### src/rtl/pcie_legacyint_pkg.sv
// Shared definitions for the PCIe legacy-interrupt path: INTx state encoding,
// message code bases and the message-controller FSM enum.
package pcie_legacyint_pkg;

  typedef logic [1:0] intx_state_t;

  localparam intx_state_t ST_IDLE        = 2'b00;
  localparam intx_state_t ST_ASSERTING   = 2'b01;
  localparam intx_state_t ST_ASSERTED    = 2'b10;
  localparam intx_state_t ST_DEASSERTING = 2'b11;

  localparam logic [7:0] MSG_ASSERT_INTA   = 8'h20;
  localparam logic [7:0] MSG_DEASSERT_INTA = 8'h24;

  typedef enum logic [0:0] {
    C_IDLE = 1'b0,
    C_REQ  = 1'b1
  } ctrl_st_e;

  // Assert_INTx / Deassert_INTx codes are the INTA base plus the pin index.
  function automatic logic [7:0] intx_msg_code(input logic       assert_level,
                                               input logic [1:0] pin);
    logic [7:0] base;
    base = assert_level ? MSG_ASSERT_INTA : MSG_DEASSERT_INTA;
    return base + {6'b000000, pin};
  endfunction

endpackage

### src/rtl/pcie_legacyint_msg_ctrl_if.sv
// Message handshake between the legacy-INT controller (master) and the TLP
// message generator (slave).
interface pcie_legacyint_msg_ctrl_if;

  logic       msg_req;
  logic [7:0] msg_code;
  logic       msg_ack;

  modport master (
    output msg_req,
    output msg_code,
    input  msg_ack
  );

  modport slave (
    input  msg_req,
    input  msg_code,
    output msg_ack
  );

endinterface

### src/rtl/pcie_legacyint_ack_timer.sv
// Acknowledge watchdog: counts cycles while run_i is high, clears when it is
// low, flags expiry at TIMEOUT-1. Only built with PCIE_LEGACYINT_TIMEOUT_EN.
module pcie_legacyint_ack_timer #(
  parameter int unsigned TIMEOUT = 256
) (
  input  logic clk_i,
  input  logic rst_n_i,
  input  logic run_i,
  output logic expired_o
);

  localparam int unsigned TimerW = $clog2(TIMEOUT) + 1;
  localparam logic [TimerW-1:0] LastCnt = TimerW'(TIMEOUT - 1);

  logic [TimerW-1:0] cnt_q, cnt_d;

  assign expired_o = run_i && (cnt_q == LastCnt);

  always_comb begin
    cnt_d = cnt_q;
    if (!run_i) begin
      cnt_d = '0;
    end else if (!expired_o) begin
      cnt_d = cnt_q + 1'b1;
    end
  end

  always_ff @(posedge clk_i) begin
    if (!rst_n_i) begin
      cnt_q <= '0;
    end else begin
      cnt_q <= cnt_d;
    end
  end

endmodule

### src/rtl/pcie_legacyint_msg_ctrl.sv
// Legacy INTx state register and Assert/Deassert_INTx message handshake.
// Optional ack timeout enabled by defining PCIE_LEGACYINT_TIMEOUT_EN.
module pcie_legacyint_msg_ctrl
  import pcie_legacyint_pkg::*;
#(
  parameter int unsigned INTX_PIN = 0,
  parameter int unsigned TIMEOUT  = 256
) (
  input  logic                               clk_i,
  input  logic                               rst_n_i,
  output logic [1:0]                         state_o,
  input  logic [1:0]                         next_state_i,
  input  logic                               next_state_en_i,
  input  logic                               interrupt_assert_i,
  input  logic                               intx_disable_i,
  output logic                               line_asserted_o,
  output logic                               busy_o,
  pcie_legacyint_msg_ctrl_if.master          msg_io,
  output logic                               timeout_o
);

  if ((INTX_PIN > 3) || (TIMEOUT < 2)) begin : g_param_check
    $error("pcie_legacyint_msg_ctrl: INTX_PIN must be 0..3 and TIMEOUT >= 2");
  end

  localparam logic [1:0] PinIdx = 2'(INTX_PIN);

  ctrl_st_e    ctrl_q;
  intx_state_t state_q;
  intx_state_t tgt_state_q;
  logic        line_q;
  logic        tgt_level_q;
  logic [7:0]  code_q;
  logic        timeout_q;
  logic        timer_expired;

`ifdef PCIE_LEGACYINT_TIMEOUT_EN
  pcie_legacyint_ack_timer #(
    .TIMEOUT (TIMEOUT)
  ) u_ack_timer (
    .clk_i     (clk_i),
    .rst_n_i   (rst_n_i),
    .run_i     (ctrl_q == C_REQ),
    .expired_o (timer_expired)
  );
`else
  assign timer_expired = 1'b0;
`endif

  always_ff @(posedge clk_i) begin
    if (!rst_n_i) begin
      ctrl_q      <= C_IDLE;
      state_q     <= ST_IDLE;
      tgt_state_q <= ST_IDLE;
      line_q      <= 1'b0;
      tgt_level_q <= 1'b0;
      code_q      <= 8'h00;
      timeout_q   <= 1'b0;
    end else begin
      timeout_q <= 1'b0;
      unique case (ctrl_q)
        C_IDLE: begin
          if (intx_disable_i && line_q) begin
            // Interrupt Disable forces the wire low regardless of next-state logic.
            ctrl_q      <= C_REQ;
            tgt_state_q <= ST_IDLE;
            tgt_level_q <= 1'b0;
            code_q      <= intx_msg_code(1'b0, PinIdx);
          end else if (next_state_en_i) begin
            if (interrupt_assert_i == line_q) begin
              state_q <= next_state_i;
            end else if (!(interrupt_assert_i && intx_disable_i)) begin
              ctrl_q      <= C_REQ;
              tgt_state_q <= next_state_i;
              tgt_level_q <= interrupt_assert_i;
              code_q      <= intx_msg_code(interrupt_assert_i, PinIdx);
            end
          end
        end
        C_REQ: begin
          if (msg_io.msg_ack) begin
            ctrl_q  <= C_IDLE;
            state_q <= tgt_state_q;
            line_q  <= tgt_level_q;
          end else if (timer_expired) begin
            // Abort leaves state untouched; the next evaluation retries.
            ctrl_q    <= C_IDLE;
            timeout_q <= 1'b1;
          end
        end
        default: ctrl_q <= C_IDLE;
      endcase
    end
  end

  assign state_o         = state_q;
  assign line_asserted_o = line_q;
  assign busy_o          = (ctrl_q == C_REQ);
  assign msg_io.msg_req  = (ctrl_q == C_REQ);
  assign msg_io.msg_code = code_q;
  assign timeout_o       = timeout_q;

endmodule

### src/flat_wrapper.sv
// flat-port wrapper written by rule: the top's interface ports become plain ports
module pcie_legacyint_msg_ctrl_flat import pcie_legacyint_pkg::*;
#(
  parameter int unsigned INTX_PIN = 0,
  parameter int unsigned TIMEOUT  = 256
)
  (clk_i, rst_n_i, state_o, next_state_i, next_state_en_i, interrupt_assert_i, intx_disable_i, line_asserted_o, busy_o, timeout_o, msg_io_msg_req, msg_io_msg_code, msg_io_msg_ack);
  pcie_legacyint_msg_ctrl_if msg_io_i ();
  input  logic clk_i;
  input  logic rst_n_i;
  output logic [1:0] state_o;
  input  logic [1:0] next_state_i;
  input  logic next_state_en_i;
  input  logic interrupt_assert_i;
  input  logic intx_disable_i;
  output logic line_asserted_o;
  output logic busy_o;
  output logic timeout_o;
  output wire logic [$bits(msg_io_i.msg_req)-1:0] msg_io_msg_req;
  output wire logic [$bits(msg_io_i.msg_code)-1:0] msg_io_msg_code;
  input wire logic [$bits(msg_io_i.msg_ack)-1:0] msg_io_msg_ack;
  assign msg_io_msg_req = msg_io_i.msg_req;
  assign msg_io_msg_code = msg_io_i.msg_code;
  assign msg_io_i.msg_ack = msg_io_msg_ack;
  pcie_legacyint_msg_ctrl #(.INTX_PIN(INTX_PIN), .TIMEOUT(TIMEOUT)) u_core (.clk_i(clk_i), .rst_n_i(rst_n_i), .state_o(state_o), .next_state_i(next_state_i), .next_state_en_i(next_state_en_i), .interrupt_assert_i(interrupt_assert_i), .intx_disable_i(intx_disable_i), .line_asserted_o(line_asserted_o), .busy_o(busy_o), .msg_io(msg_io_i), .timeout_o(timeout_o));
endmodule
### config.mk
export PLATFORM = sky130hd
export DESIGN_NAME = pcie_legacyint_msg_ctrl_flat
export DESIGN_NICKNAME = d
export VERILOG_FILES = /design/src/rtl/pcie_legacyint_pkg.sv /design/src/rtl/pcie_legacyint_msg_ctrl_if.sv /design/src/rtl/pcie_legacyint_ack_timer.sv /design/src/rtl/pcie_legacyint_msg_ctrl.sv /design/src/flat_wrapper.sv
export SDC_FILE = /design/constraint.sdc
export NUM_CORES = 1
export LEC_CHECK = 0
export CAP_MARGIN = 25
export CORE_MARGIN = 2
export CORE_UTILIZATION = 35
export CTS_CLUSTER_SIZE = 8
export DETAILED_ROUTE_END_ITERATION = 8
export PLACE_DENSITY_LB_ADDON = 0.2
export REMOVE_ABC_BUFFERS = 1
export SETUP_SLACK_MARGIN = 0.5
export SYNTH_ARGS = -nofsm -noshare
export SYNTH_HDL_FRONTEND = slang
export SYNTH_HIERARCHICAL = 1
export SYNTH_SLANG_ARGS = --single-unit
### constraint.sdc
create_clock -name clk_i -period 1.7 [get_ports clk_i]
set_input_delay 0.17 -clock clk_i [delete_from_list [all_inputs] [get_ports clk_i]]
set_output_delay 0.17 -clock clk_i [all_outputs]
set_load 0.005 [all_outputs]
; ---- After elaboration in Yosys (flattened, before gate mapping)
; Cells that the tools add are included.
[word_totals]
register_bits = 15
output_inout_bits = 14
[op_classes]
eq_ne = 7
muxes = 24
bitwise_logic = 1
n_reduce_logical = 6
[op_table]
columns = cell, count
row1 = 8-bit 2-to-1 mux, 4
row2 = 2-bit 2-to-1 mux, 8
row3 = 1-bit 2-to-1 mux, 9
row4 = 4-bit AND reduction, 2
row5 = 2-bit by 1-bit inequality test with 1-bit output (second input constant), 3
row6 = 2-bit inequality test (second input constant), 3
row7 = 2-bit one-hot mux with 2 select lines, 1
row8 = 3-bit 2-to-1 mux, 1
row9 = 1-bit logical AND, 2
row10 = 1-bit one-hot mux with 2 select lines, 1
row11 = 2-bit AND reduction, 1
row12 = 2-bit nonzero test, 1
row13 = 1-bit == test, 1
row14 = 1-bit inverter, 1

; ---- Logic depth before layout (Yosys ltp)
[logic_depth]
ltp_word = 6
depth_mapped = 5

; ---- Worst setup path after synthesis
; No wires, ideal clock.
[synth_timing]
path_type = register to register
startpoint = reg u_core.ctrl_q, in the netlist u_core/busy_o
endpoint = reg u_core.state_q[0], in the netlist u_core/state_o[0]
t_arrival_ps = 1200
required_ps = 1630
path_slack_ps = 431
path_stages_with_launch = 6
cell_sequence = dfxtp_1 -> buf_6 -> or4b_1 -> o211ai_2 -> o21ai_1 -> a21oi_1
[synth_between]
elab_chain_len = 3
word_cells_on_any_way = 7
[synth_lines]
columns = element, line_no
row1 = start: declaration, pcie_legacyint_msg_ctrl.sv:28  ; ctrl_st_e ctrl_q;
row2 = start signal: assignment, pcie_legacyint_msg_ctrl.sv:52  ; ctrl_q <= C_IDLE;
row3 = start signal: assignment, pcie_legacyint_msg_ctrl.sv:65  ; ctrl_q <= C_REQ;
row4 = start signal: assignment, pcie_legacyint_msg_ctrl.sv:73  ; ctrl_q <= C_REQ;
row5 = 1-bit inverter (no line), --
row6 = 2-bit inequality test (no line) / 2-bit by 1-bit inequality test with 1-bit output (equally long branches), --
row7 = 4-bit AND reduction (no line), --
row8 = end signal: assignment, pcie_legacyint_msg_ctrl.sv:71  ; state_q <= next_state_i;
row9 = end signal: assignment, pcie_legacyint_msg_ctrl.sv:83  ; state_q <= tgt_state_q;
row10 = end: declaration, pcie_legacyint_msg_ctrl.sv:29  ; intx_state_t state_q;
; Several ways; a longest one is shown, not always the timed one.
; A chain may end at the register's enable or synchronous reset.

; ---- Worst setup path in the final report
[layout_timing]
startpoint = reg u_core.line_q, in the netlist u_core/line_asserted_o
endpoint = reg u_core.state_q[1], in the netlist u_core/state_o[1]
[layout_between]
elab_chain_len = 3
word_cells_on_any_way = 5
[layout_lines]
columns = element, line_no
row1 = start: declaration, pcie_legacyint_msg_ctrl.sv:31  ; logic line_q;
row2 = start signal: assignment, pcie_legacyint_msg_ctrl.sv:84  ; line_q <= tgt_level_q;
row3 = 1-bit == test / 1-bit logical AND (equally long branches), "pcie_legacyint_msg_ctrl.sv:70, pcie_legacyint_msg_ctrl.sv:63"
row4 = 2-bit by 1-bit inequality test with 1-bit output (no line) / 2-bit inequality test (equally long branches), --
row5 = 4-bit AND reduction (no line) (*), --
; Every way passes the cells marked *; elsewhere a longest branch is shown, timed or not.

==> load_flow_metrics.sql <==
INSERT INTO impl_metrics (metric_group, metric, value, unit) VALUES
('synth', 'synthTopCellsByCount', 'sky130_fd_sc_hd__buf_4, sky130_fd_sc_hd__dfxtp_1, sky130_fd_sc_hd__nand2_1', ''),
('route', 'drt-wirelength-per-cell', '11.5', 'um'),
('final_layout', 'fraction_of_final_layout_cells_sized_beyond_drive_strength_1', '20.5', '%'),
('sta', 'finalCritPeriodShare', '75.8', '%'),
('clock_network', 'cts_buffers', '3', ''),
('route', 'route.antenna.remaining_nets', '0', ''),
('clock_network', 'htreeDepth', '1', ''),
('route', 'num_vias', '435', ''),
('synth', 'yosys.cell_types.count', '23', ''),
('worst_setup_path', 'cp-end-kind', 'flop', ''),
('power', 'static-leakage-power', '0.295', 'nW'),
('synth', 'synth_enable_flop_cells', '0', ''),
('worst_setup_path', 'critPathRequiredTime', '1.88', 'ns'),
('clock_network', 'worst_setup_hold_path_clk_slew', '0.06', 'ns'),
('power', 'power_frac_clock', '33.9', '%'),
('power', 'sw_frac_of_total', '25.8', '%'),
('clock_network', 'clk_path_buf_depth', '2', ''),
('die', 'die_h', '41.4', 'um'),
('clock_network', 'tritoncts', 'built', ''),
('synth', 'main_combinational_cell_family_by_area_after_synthesis', 'compound AO/OA/AOI/OAI gates', ''),
('sta', 'worst_clock_skew', '0.00760', 'ns'),
('grt', 'via_count_of_the_first_global_routing_pass', '395', ''),
('synth', 'synthMuxAreaShare', '4.08', '%'),
('grt', 'grt_remaining_overflow', '0', ''),
('synth', 'yosys.area_share.adder', '0', '%'),
('route', 'drt_iter0_markers', '5', ''),
('final_layout', 'syn_to_final_growth', '36.5', '%'),
('worst_setup_path', 'critPathKind', 'reg2reg', ''),
('sta', 'max_freq', '776', 'MHz'),
('sta', 'hold_ws', '0.360', 'ns'),
('sta', 'grt_setup_unrepaired', 'yes', ''),
('die', 'row_count', '13', ''),
('worst_setup_path', 'reg2reg_setup_slack', '0.41', 'ns'),
('synth', 'synthesis.area', '490', 'um^2'),
('synth', 'yosys.area.top_type_share', '36.7', '%'),
('synth', 'synthesis.yosys.warnings', '6', ''),
('route', 'routed_vias_inst', '4.94', ''),
('route', 'drt_pre_antenna_iters', '3', ''),
('final_layout', 'finalNetCount', '82', ''),
('die', 'top_level_ports', '22', ''),
('placed_design', 'dpl.hpwl', '695', 'um'),
('synth', 'synth-compound-area-share', '21.9', '%'),
('route', 'drc', '0', ''),
('power', 'internal-power', '0.362', 'mW'),
('worst_setup_path', 'worstPathMaxFanout', '5', ''),
('clock_network', 'clock_sink_count', '9', ''),
('synth', 'synth-async-reset-ratio', '0', '%'),
('grt', 'antenna_found_initial', '0', ''),
('worst_hold_path', 'min-delay-path-class', 'in2reg', ''),
('grt', 'maximum_number_of_pins_on_one_net_before_global_route_repair', '10', ''),
('final_layout', 'antennaDiodeCount', '0', ''),
('synth', 'synth_xor_area_share', '1.79', '%'),
('die', 'initial_utilization', '37.7', '%'),
('die', 'die_footprint', '1720', 'um^2'),
('die', 'core_area', '1300', 'um^2'),
('synth', 'synth-main-ff-cell', 'sky130_fd_sc_hd__dfxtp_1', ''),
('power', 'power.density_cell_area', '728', 'nW/um^2'),
('clock_network', 'cts-root-buf', 'sky130_fd_sc_hd__clkbuf_4', ''),
('power', 'total_switching_power', '0.126', 'mW'),
('sta', 'final-setup-viol-count', '0', ''),
('grt', 'globalRouteTotalUtil', '12.6', '%'),
('synth', 'postSynthRegisterBits', '9', ''),
('sta', 'hold_vio_cnt_final', '0', ''),
('synth', 'syn-mean-instance-area', '8.76', 'um^2'),
('synth', 'netlist_instances', '56', ''),
('power', 'seq_power_share', '47.5', '%'),
('synth', 'synth_top_cell_by_area', 'sky130_fd_sc_hd__dfxtp_1', ''),
('synth', 'synth-simple-area-share', '15.6', '%'),
('die', 'die_span_in_x', '41.4', 'um'),
('status', 'outcome', 'completed', ''),
('grt', 'first_pass_grt_wire_length', '1640', 'um');
[area by class of cell]
cell class,instances,area [um^2]
Clock buffer,4,26.3
Timing Repair Buffer,17,154
Fill cell,135,632
Inverter,4,15.0
Tap cell,15,18.8
Sequential cell,9,189
Multi-Input combinational cell,39,267
[metal layers]
metal | wire length (um) | global-route usage (%) | part of all wire, %
met3 | 84 | 6.52 | 8.3
met2 | 503 | 21.9 | 50
met4 | 0 | 3.87 | 0
met5 | 0 | 0 | 0
met1 | 423 | 13.1 | 42
[sequential cells by signal, summed over array words and instances, names as in the netlist]
signal / cells
u_core/tgt_state_q: 2
u_core/tgt_level_q: 1
u_core/line_asserted_o: 1
u_core/state_o: 2
u_core/busy_o: 1
u_core/msg_io.msg_code: 2
[metrics by stage]
stage	utilization, %	setup WS (ns)	instance area [um^2]	total power [mW]	instances
3_3_place_gp	46.2	0.0883	601	0.326	82
3_5_place_dp	46.2	0.0877	601	0.327	82
6_report	51.4	0.411	669	0.487	88
5_1_grt	51.4	0.370	669	0.513	88
2_1_floorplan	-	0.459	434	0.275	52
4_1_cts	50.4	0.409	656	0.491	88
[worst paths after layout]
| kind | endpoint | from | depth (start not counted) |
|---|---|---|---|
| setup / recovery | u_core/state_o[1] | u_core/line_asserted_o | 4 |
| hold / removal | u_core/tgt_state_q[0] | intx_disable_i | 3 |
| setup reg to reg | u_core/state_o[1] | u_core/line_asserted_o | 4 |
| hold reg to reg | u_core/tgt_state_q[0] | u_core/tgt_state_q[0] | 2 |
[cell usage in the layout (no fill, tap or decap)]
cell,n
sky130_fd_sc_hd__a21boi_0,1
sky130_fd_sc_hd__a21oi_1,4
sky130_fd_sc_hd__a21oi_2,1
sky130_fd_sc_hd__a31oi_1,1
sky130_fd_sc_hd__buf_4,3
sky130_fd_sc_hd__clkbuf_1,1
sky130_fd_sc_hd__clkbuf_4,3
sky130_fd_sc_hd__clkdlybuf4s50_1,4
sky130_fd_sc_hd__conb_1,7
sky130_fd_sc_hd__dfxtp_1,6
sky130_fd_sc_hd__dfxtp_2,1
sky130_fd_sc_hd__dfxtp_4,2
sky130_fd_sc_hd__dlygate4sd2_1,9
sky130_fd_sc_hd__dlymetal6s2s_1,1
sky130_fd_sc_hd__inv_1,4
sky130_fd_sc_hd__mux2i_1,2
sky130_fd_sc_hd__nand2_1,6
sky130_fd_sc_hd__nand3_1,1
sky130_fd_sc_hd__nand4_1,1
sky130_fd_sc_hd__nand4bb_2,1
sky130_fd_sc_hd__nor2b_1,2
sky130_fd_sc_hd__nor4b_2,1
sky130_fd_sc_hd__o211ai_4,1
sky130_fd_sc_hd__o21a_1,1
sky130_fd_sc_hd__o21ai_0,1
sky130_fd_sc_hd__o21ai_1,3
sky130_fd_sc_hd__o221a_2,1
sky130_fd_sc_hd__o2bb2ai_1,2
sky130_fd_sc_hd__or4b_4,1
sky130_fd_sc_hd__xor2_1,1
[power by group through the flow]
stage	sequential, mW	combinational (mW)	clock (mW)
3_5_place_dp	0.240	0.0868	0
4_1_cts	0.231	0.0880	0.172
6_report	0.231	0.0906	0.165
5_1_grt	0.233	0.0984	0.182
3_3_place_gp	0.240	0.0862	0
2_1_floorplan	0.239	0.0359	0
[cell families after synthesis]
logic type	after synthesis
compound gates	16
buf+inv	14
simple gates	13
flops	9
mux	2
xor+xnor	1
other cells	1
[critical path: stages, from the launching register on]
cell	delay, ns
sky130_fd_sc_hd__dfxtp_4	0.36
sky130_fd_sc_hd__or4b_4	0.55
sky130_fd_sc_hd__o211ai_4	0.11
sky130_fd_sc_hd__o21ai_1	0.08
sky130_fd_sc_hd__a21oi_1	0.12
[repair_timing]
item	4_1_cts	5_1_grt
hold buffers	0	0
setup endpoints to repair	13	5
gates resized for setup	17	4
buffers inserted	2	0
pin swaps	3	1
Power figures use the tool's default switching activity.
